### config.mk
export PLATFORM = sky130hd
export DESIGN_NAME = alu_share_arbiter
export DESIGN_NICKNAME = d
export VERILOG_FILES = /design/src/rtl/alu_share_arbiter.sv
export SDC_FILE = /design/constraint.sdc
export NUM_CORES = 1
export LEC_CHECK = 0
export CAP_MARGIN = 20
export CORE_MARGIN = 2
export CORE_UTILIZATION = 30
export CTS_BUF_LIST = sky130_fd_sc_hd__clkbuf_8 sky130_fd_sc_hd__clkbuf_16
export CTS_CLUSTER_SIZE = 20
export DETAILED_ROUTE_END_ITERATION = 8
export PLACE_DENSITY = 0.73
export SYNTH_ARGS = -nofsm -noshare
export SYNTH_HDL_FRONTEND = slang
export SYNTH_SLANG_ARGS = --single-unit
### constraint.sdc
create_clock -name clk -period 2.32 [get_ports clk]
set_input_delay 0.348 -clock clk [delete_from_list [all_inputs] [get_ports clk]]
set_output_delay 0.348 -clock clk [all_outputs]
set_load 0.01 [all_outputs]
### src/rtl/alu_share_arbiter.sv
// Round-robin arbiter sharing one combinational ALU between two requesters; one op in flight at a time.
// Optional statistics counters are enabled with `define ALU_ARB_STATS_EN.
module alu_share_arbiter #(
  parameter int unsigned WIDTH = 32,
  parameter int unsigned OPW   = 3
) (
  input  logic             clk,
  input  logic             rst_n,
  input  logic             req0_valid,
  output logic             req0_ready,
  input  logic [WIDTH-1:0] req0_a1,
  input  logic [WIDTH-1:0] req0_a2,
  input  logic [OPW-1:0]   req0_op,
  input  logic             req1_valid,
  output logic             req1_ready,
  input  logic [WIDTH-1:0] req1_a1,
  input  logic [WIDTH-1:0] req1_a2,
  input  logic [OPW-1:0]   req1_op,
  output logic [WIDTH-1:0] alu_a1,
  output logic [WIDTH-1:0] alu_a2,
  output logic [OPW-1:0]   alu_op,
  input  logic [WIDTH-1:0] alu_ans,
  output logic             resp_valid,
  input  logic             resp_ready,
  output logic             resp_id,
  output logic [WIDTH-1:0] resp_data,
  output logic             resp_err
`ifdef ALU_ARB_STATS_EN
  ,
  output logic [15:0]      grant_cnt0,
  output logic [15:0]      grant_cnt1,
  output logic [7:0]       err_cnt
`endif
);

  typedef enum logic [1:0] {IDLE, EXEC, RESP} state_t;

  localparam logic [OPW-1:0] OP_LAST_LEGAL = OPW'(4);

  state_t state_q, state_d;
  logic   last_grant_q;
  logic   grant_id;
  logic   accept;
  logic   op_illegal;

  assign op_illegal = (alu_op > OP_LAST_LEGAL);

  always_ff @(posedge clk or negedge rst_n) begin
    if (!rst_n) state_q <= IDLE;
    else        state_q <= state_d;
  end

  always_comb begin
    state_d    = state_q;
    req0_ready = 1'b0;
    req1_ready = 1'b0;
    grant_id   = 1'b0;
    accept     = 1'b0;
    case (state_q)
      IDLE: begin
        // On contention the requester that did not win last time takes priority.
        if (req0_valid && req1_valid) grant_id = ~last_grant_q;
        else                          grant_id = req1_valid;
        accept     = req0_valid | req1_valid;
        req0_ready = accept & ~grant_id;
        req1_ready = accept & grant_id;
        if (accept) state_d = EXEC;
      end
      EXEC:    state_d = RESP;
      RESP:    if (resp_ready) state_d = IDLE;
      default: state_d = IDLE;
    endcase
  end

  always_ff @(posedge clk or negedge rst_n) begin
    if (!rst_n) begin
      alu_a1       <= '0;
      alu_a2       <= '0;
      alu_op       <= '0;
      resp_valid   <= 1'b0;
      resp_id      <= 1'b0;
      resp_data    <= '0;
      resp_err     <= 1'b0;
      last_grant_q <= 1'b1;
    end else begin
      if (accept) begin
        alu_a1       <= grant_id ? req1_a1 : req0_a1;
        alu_a2       <= grant_id ? req1_a2 : req0_a2;
        alu_op       <= grant_id ? req1_op : req0_op;
        resp_id      <= grant_id;
        last_grant_q <= grant_id;
      end
      if (state_q == EXEC) begin
        resp_valid <= 1'b1;
        resp_data  <= op_illegal ? '0 : alu_ans;
        resp_err   <= op_illegal;
      end
      if (state_q == RESP && resp_ready) resp_valid <= 1'b0;
    end
  end

`ifdef ALU_ARB_STATS_EN
  always_ff @(posedge clk or negedge rst_n) begin
    if (!rst_n) begin
      grant_cnt0 <= '0;
      grant_cnt1 <= '0;
      err_cnt    <= '0;
    end else begin
      if (accept && !grant_id) grant_cnt0 <= grant_cnt0 + 16'd1;
      if (accept &&  grant_id) grant_cnt1 <= grant_cnt1 + 16'd1;
      if (state_q == EXEC && op_illegal) err_cnt <= err_cnt + 8'd1;
    end
  end
`endif

endmodule

==> results of run 1 <==
-- worst paths after layout --
path | from | to | slack (ns) | cells after the start
setup / recovery | state_q[0] | req0_ready | 0.18 | 3
hold / removal | rst_n | alu_a1[23] | -0.01 | 1
setup reg to reg | state_q[0] | alu_a1[19] | 0.55 | 5
hold reg to reg | alu_a2[20] | alu_a2[20] | 0.48 | 2
max in group asynchronous | rst_n | alu_a1[4] | 1.63 | 2
min in group clk | alu_a2[20] | alu_a2[20] | 0.48 | 2
-- critical path: stages, from the launching register on --
cell and delay, ns:
dfrtp_1 0.43, nor2_4 0.25, and3_2 0.24, clkdlybuf4s50_1 0.53
-- layout by cell type, fill, tap and decap left out, types with 2 or more instances in the layout --
master,count
clkdlybuf4s50_1,273
inv_1,2
a21oi_1,87
clkinvlp_4,3
nand2b_1,3
a22o_1,32
buf_4,10
nor2_1,71
clkinv_2,2
nand2_1,69
dfrtp_1,104
clkbuf_16,9
o21ai_1,50
buf_12,2
inv_2,2
nor2_4,2
-- logic make-up (layout without fill, tap and decap cells) --
family | count (synthesis) | count (layout) | synth area share [%]
and+or+nand+nor | 147 | 147 | 13.3
AOI/OAI and AO/OA | 172 | 172 | 22.2
DFF | 105 | 105 | 59.0
buffers and inverters | 39 | 305 | 5.59
-- per-layer routing --
layer	part of all wire [%]	vias to the layer above	routed length, um	global-route usage, %
met3	8.8	19	1290	6.50
met4	1.9	0	277	6.08
met5	0	-	0	0
met2	48	194	7020	30.8
li1	-	2090	-	-
met1	42	2105	6120	22.9
-- power groups by stage --
stage / Combinational (W) / Clock [W] / Sequential [W]
2_1_floorplan: 0.00211 / 0 / 0.00362
3_3_place_gp: 0.00495 / 0 / 0.00324
3_5_place_dp: 0.00505 / 0 / 0.00328
4_1_cts: 0.00507 / 0.00157 / 0.00326
5_1_grt: 0.00546 / 0.00165 / 0.00336
6_report: 0.00500 / 0.00152 / 0.00325
-- per-stage QoR --
stage               total power [W]  hold WS (ns)  instances
finish                      0.00977       -0.0102        913
global route                 0.0105        0.0455        913
CTS                         0.00990       0.00846        913
detailed placement          0.00832         0.391        897
global placement            0.00819         0.377        897
floorplan                   0.00573        0.0524        463
-- sequential cells by signal (all words and copies together) (netlist names) --
register,flops
resp_valid,1
resp_err,1
alu_a2,32
last_grant_q,1
resp_data,32
resp_id,1
alu_op,3
alu_a1,32
state_q,2
-- cell type report --
cell class / count / area [um2]
Clock buffer: 9 / 225
Clock inverter: 7 / 71.3
Fill cell: 1274 / 6930
Inverter: 4 / 15.0
Multi-Input combinational cell: 319 / 1590
Sequential cell: 105 / 2630
Tap cell: 184 / 230
Timing Repair Buffer: 285 / 2850
==> impl_metrics.env, run 1 <==
export IMPL_status="complete, but fails checks"
export IMPL_violations="negative hold slack"
export IMPL_hold_buffers=0
export IMPL_grt_usage_pct=18.6
export IMPL_synth_edf_count=0
export IMPL_die_w_um=126
export IMPL_vdd_drop_max_v=0.000831
export IMPL_grt_max_degree=68
export IMPL_cts_resized=0
export IMPL_hold_slack_ns=-0.0102
export IMPL_vias_per_cell=4.83
export IMPL_root_buffer="clkbuf_16"
export IMPL_fin_crit_sh_pct=92.1
export IMPL_place_area_mm2=0.00731
export IMPL_die_height_um=126
export IMPL_tns_ns=0
export IMPL_initial_utilization_pct=30.7
export IMPL_post_dp_hpwl_mm=10.8
export IMPL_yosys_most_used_dff="dfrtp_1"
export IMPL_worst_slack_ns=0.182
export IMPL_power_switching_w=0.00361
export IMPL_power_frac_clock_pct=15.5
export IMPL_ant_nets=0
export IMPL_setup_violations=0
export IMPL_gp_congestion=0.834
export IMPL_drt_pass1_iterations=4
export IMPL_cp_max_fo=4
export IMPL_cp_required_ns=1.97
export IMPL_slew_violations=0
export IMPL_p_seq_share_pct=33.3
export IMPL_antenna_found_initial=0
export IMPL_cts_buffers=9
export IMPL_clkTransAtPathRegs_ns=0.07
export IMPL_synth_net_count=634
export IMPL_hold_viol_final=13
export IMPL_post_cts_buffers=0
export IMPL_yosys_area_top_type_share_pct=58.4
export IMPL_fp_coreArea_mm2=0.0145
export IMPL_p_leak_nw=3.19
export IMPL_n_antenna_cell=0
export IMPL_fin_nets=895
export IMPL_intPower_w=0.00616
export IMPL_synthArstFlopShare_pct=100
export IMPL_rsz0062_at_grt="false"
export IMPL_yosysMostFrequentCell="dfrtp_1"
export IMPL_final_area_mm2=0.00760
export IMPL_cp_arrival_ns=1.79
export IMPL_drt_iter0_drc=205
export IMPL_min_period_ns=2.14
export IMPL_ioPinCount=275
export IMPL_area_growth_pct=70.7
export IMPL_hp_class="input pin to asynchronous set/reset pin"
export IMPL_fmax_mhz=468
export IMPL_clock_sinks=105
export IMPL_cp_start_kind="register"
export IMPL_die_area_mm2=0.0158
export IMPL_wl_per_cell_um=16.1
export IMPL_cts_buffer_depth=2
export IMPL_grt_overflow_total=0
export IMPL_sw_frac_of_total_pct=36.9
export IMPL_fin_util_pct=52.3
export IMPL_wl_mm=14.7
export IMPL_netlist_instances=463
export IMPL_htree_levels=3
export IMPL_ys_warnings_count=0
export IMPL_vias=4408
export IMPL_finClkSkew_ns=0.0122
export IMPL_tightest_slew_ns=0.592
export IMPL_yosysSeqAreaShare_pct=59.0
export IMPL_relSlewSlack_pct=60.6
export IMPL_cp_end_kind="output pin"
export IMPL_drc=0
export IMPL_crit_type="register to output pin"
export IMPL_clk_latency_ns=0.35
export IMPL_ys_ff_latch=105
export IMPL_p_comb_share_pct=51.2
export IMPL_grt_pass1_wl_mm=23.7
export IMPL_maxCapViolCount=0
export IMPL_place_port_buffers=274
export IMPL_synth_area_mm2=0.00446
export IMPL_yosys_top_cells_area="dfrtp_1 (58%), a21oi_1 (9.8%), a22o_1 (6.3%)"
export IMPL_synth_common_cells="dfrtp_1 (104), a21oi_1 (87), nor2_1 (71)"
export IMPL_yosys_area_top_type="dfrtp_1"
export IMPL_rows=44
export IMPL_ys_types=20
export IMPL_place_ws_ns=0.231
export IMPL_cts_tree="yes"
export IMPL_syn_mean_instance_area_um2=9.62
export IMPL_power_density_mw_per_mm2=1280
export IMPL_grt_pass1_vias=4721
export IMPL_drive_above_1_share_pct=4.94
(Power assumes the default switching activity.)
==> run 2, diff against run 1 <==
Settings changed: CELL_PAD_IN_SITES_DETAIL_PLACEMENT set to 2, CELL_PAD_IN_SITES_GLOBAL_PLACEMENT set to 2, DONT_BUFFER_PORTS set to 1, PLACE_DENSITY 0.73 to 0.76, SLEW_MARGIN set to 20.
==> run 2 against run 1 <==
  * The flow still finishes with violations (negative hold slack)
  * Largest cell class is now flip-flops and latches
  * Count of clock-buffer cells in the layout unchanged
  * Wire length down 0.46%
  * Power down 18%
  * Critical endpoint is now req1_ready
  * Clock power about the same
==> impl_metrics.env, run 2 (synthesis results as in run 1) <==
export IMPL_rr_startpoint="state_q[0]"
export IMPL_root_buffer="clkbuf_16"
export IMPL_finClkSkew_ns=0.0110
export IMPL_grt_usage_pct=18.4
export IMPL_die_height_um=126
export IMPL_fin_nets=619
export IMPL_status="complete, but fails checks"
export IMPL_p_leak_nw=2.13
export IMPL_power_density_mw_per_mm2=1640
export IMPL_area_growth_pct=9.24
export IMPL_fin_crit_sh_pct=92.1
export IMPL_final_common_cell="dfrtp_1"
export IMPL_fillers=1607
export IMPL_post_cts_buffers=0
export IMPL_intPower_w=0.00449
export IMPL_p_comb_share_pct=33.0
export IMPL_n_antenna_cell=0
export IMPL_vias=3530
export IMPL_grt_pass1_vias=4027
export IMPL_r2r_end="alu_a1[5]"
export IMPL_fp_coreArea_mm2=0.0145
export IMPL_min_period_ns=2.14
export IMPL_rsz0062_at_grt="false"
export IMPL_slew_violations=0
export IMPL_grt_max_degree=106
export IMPL_crit_type="register to output pin"
export IMPL_clk_latency_ns=0.35
export IMPL_cp_end_kind="output pin"
export IMPL_fmax_mhz=468
export IMPL_cp_start_kind="register"
export IMPL_gp_congestion=0.774
export IMPL_tns_ns=0
export IMPL_die_area_mm2=0.0158
export IMPL_rr_worst_depth=6
export IMPL_grt_pass1_wl_mm=22.7
export IMPL_drc=0
export IMPL_fin_cells=637
export IMPL_drt_pass1_iterations=4
export IMPL_die_w_um=126
export IMPL_setup_violations=0
export IMPL_vdd_drop_max_v=0.000563
export IMPL_cts_buffer_depth=2
export IMPL_cp_arrival_ns=1.79
export IMPL_wl_mm=14.6
export IMPL_drt_iter0_drc=106
export IMPL_place_port_buffers=0
export IMPL_antenna_found_initial=0
export IMPL_post_dp_hpwl_mm=10.4
export IMPL_maxCapViolCount=0
export IMPL_clock_sinks=105
export IMPL_ioPinCount=275
export IMPL_wl_per_cell_um=23.0
export IMPL_power_switching_w=0.00347
export IMPL_cp_required_ns=1.97
export IMPL_hold_viol_final=105
export IMPL_power_frac_clock_pct=18.7
export IMPL_vias_per_cell=5.54
export IMPL_tightest_slew_ns=0.480
export IMPL_layout_common_cells="dfrtp_1 (104), a21oi_1 (87), nor2_1 (71)"
export IMPL_cts_tree="yes"
export IMPL_hold_slack_ns=-0.313
export IMPL_initial_utilization_pct=30.7
export IMPL_ant_nets=0
export IMPL_sw_frac_of_total_pct=43.6
export IMPL_htree_levels=3
export IMPL_violations="negative hold slack"
export IMPL_dp_cells=621
export IMPL_relSlewSlack_pct=68.0
export IMPL_clkTransAtPathRegs_ns=0.08
export IMPL_cts_buffers=9
export IMPL_p_seq_share_pct=48.3
export IMPL_rows=44
export IMPL_grt_overflow_total=0
export IMPL_cp_max_fo=25
export IMPL_drive_above_1_share_pct=7.28
export IMPL_reg_largest_list="alu_a1 (32), alu_a2 (32), resp_data (32)"
export IMPL_regToRegSetupSlack_ns=0.55
export IMPL_hp_class="input pin to asynchronous set/reset pin"
-- run 2: cell types whose count changed in the layout (fill, tap and decap cells not counted), moves of 2 or more --
cell | before | now
clkdlybuf4s50_1 | 273 | 0
buf_4 | 10 | 5
buf_12 | 2 | 4
clkinv_2 | 2 | 0
inv_6 | 0 | 2
-- run 2: per-stage QoR --
| step | area (um2) | utilization [%] | setup slack [ns] | total power, W | hold WS [ns] |
|---|---|---|---|---|---|
| 4_1_cts | 4870 | 33.5 | 0.124 | 0.00812 | -0.334 |
| 6_report | 4870 | 33.5 | 0.182 | 0.00797 | -0.313 |
| 5_1_grt | 4870 | 33.5 | 0.0342 | 0.00859 | -0.338 |
| 3_5_place_dp | 4580 | 31.5 | 0.362 | 0.00659 | 0.0547 |
| 2_1_floorplan | 4460 | - | 0.953 | 0.00573 | 0.0524 |
| 3_3_place_gp | 4580 | 31.5 | 0.437 | 0.00631 | 0.0545 |
-- run 2: critical path: stages (launching register included) --
cell and delay (ns):
dfrtp_1 0.43, nor2_4 0.19, nand3_4 0.24, inv_4 0.31, buf_4 0.26
-- run 2: area by class of cell --
cell class / count / area, um2 / share of cell area, %
well taps: 184 / 230 / 4.73
inverters: 4 / 17.5 / 0.360
clock buffers: 9 / 225 / 4.63
multi-input cells: 319 / 1590 / 32.6
flip-flops and latches: 105 / 2630 / 54.0
repair buffers: 9 / 118 / 2.42
clock inverters: 7 / 61.3 / 1.26
-- run 2: worst max path at each step --
stage | startpoint | endpoint | cells after the start
6_report | state_q[0] | req1_ready | 4
3_3_place_gp | state_q[0] | req1_ready | 4
2_1_floorplan | last_grant_q | req0_ready | 4
5_1_grt | state_q[0] | req1_ready | 4
4_1_cts | state_q[0] | req1_ready | 4
3_5_place_dp | state_q[1] | alu_a1[5] | 6
-- run 2: timing repair --
action / CTS / global route
setup endpoints to repair: 1 / 0
resized for setup: 1 / 0
endpoints found under the hold margin: 105 / 105
-- run 2: power by group through the flow --
stage               combinational [W]  sequential, W  clock (W)
floorplan                     0.00211        0.00362          0
global placement              0.00245        0.00387          0
detailed placement            0.00269        0.00391          0
CTS                           0.00269        0.00388    0.00155
global route                  0.00301        0.00397    0.00161
finish                        0.00262        0.00385    0.00149
-- run 2: routing by layer --
metal	share of wire (%)	GRT usage [%]
met1	39	21.1
met2	50	32.1
met3	9.3	6.12
met4	1.7	6.33
met5	0	0
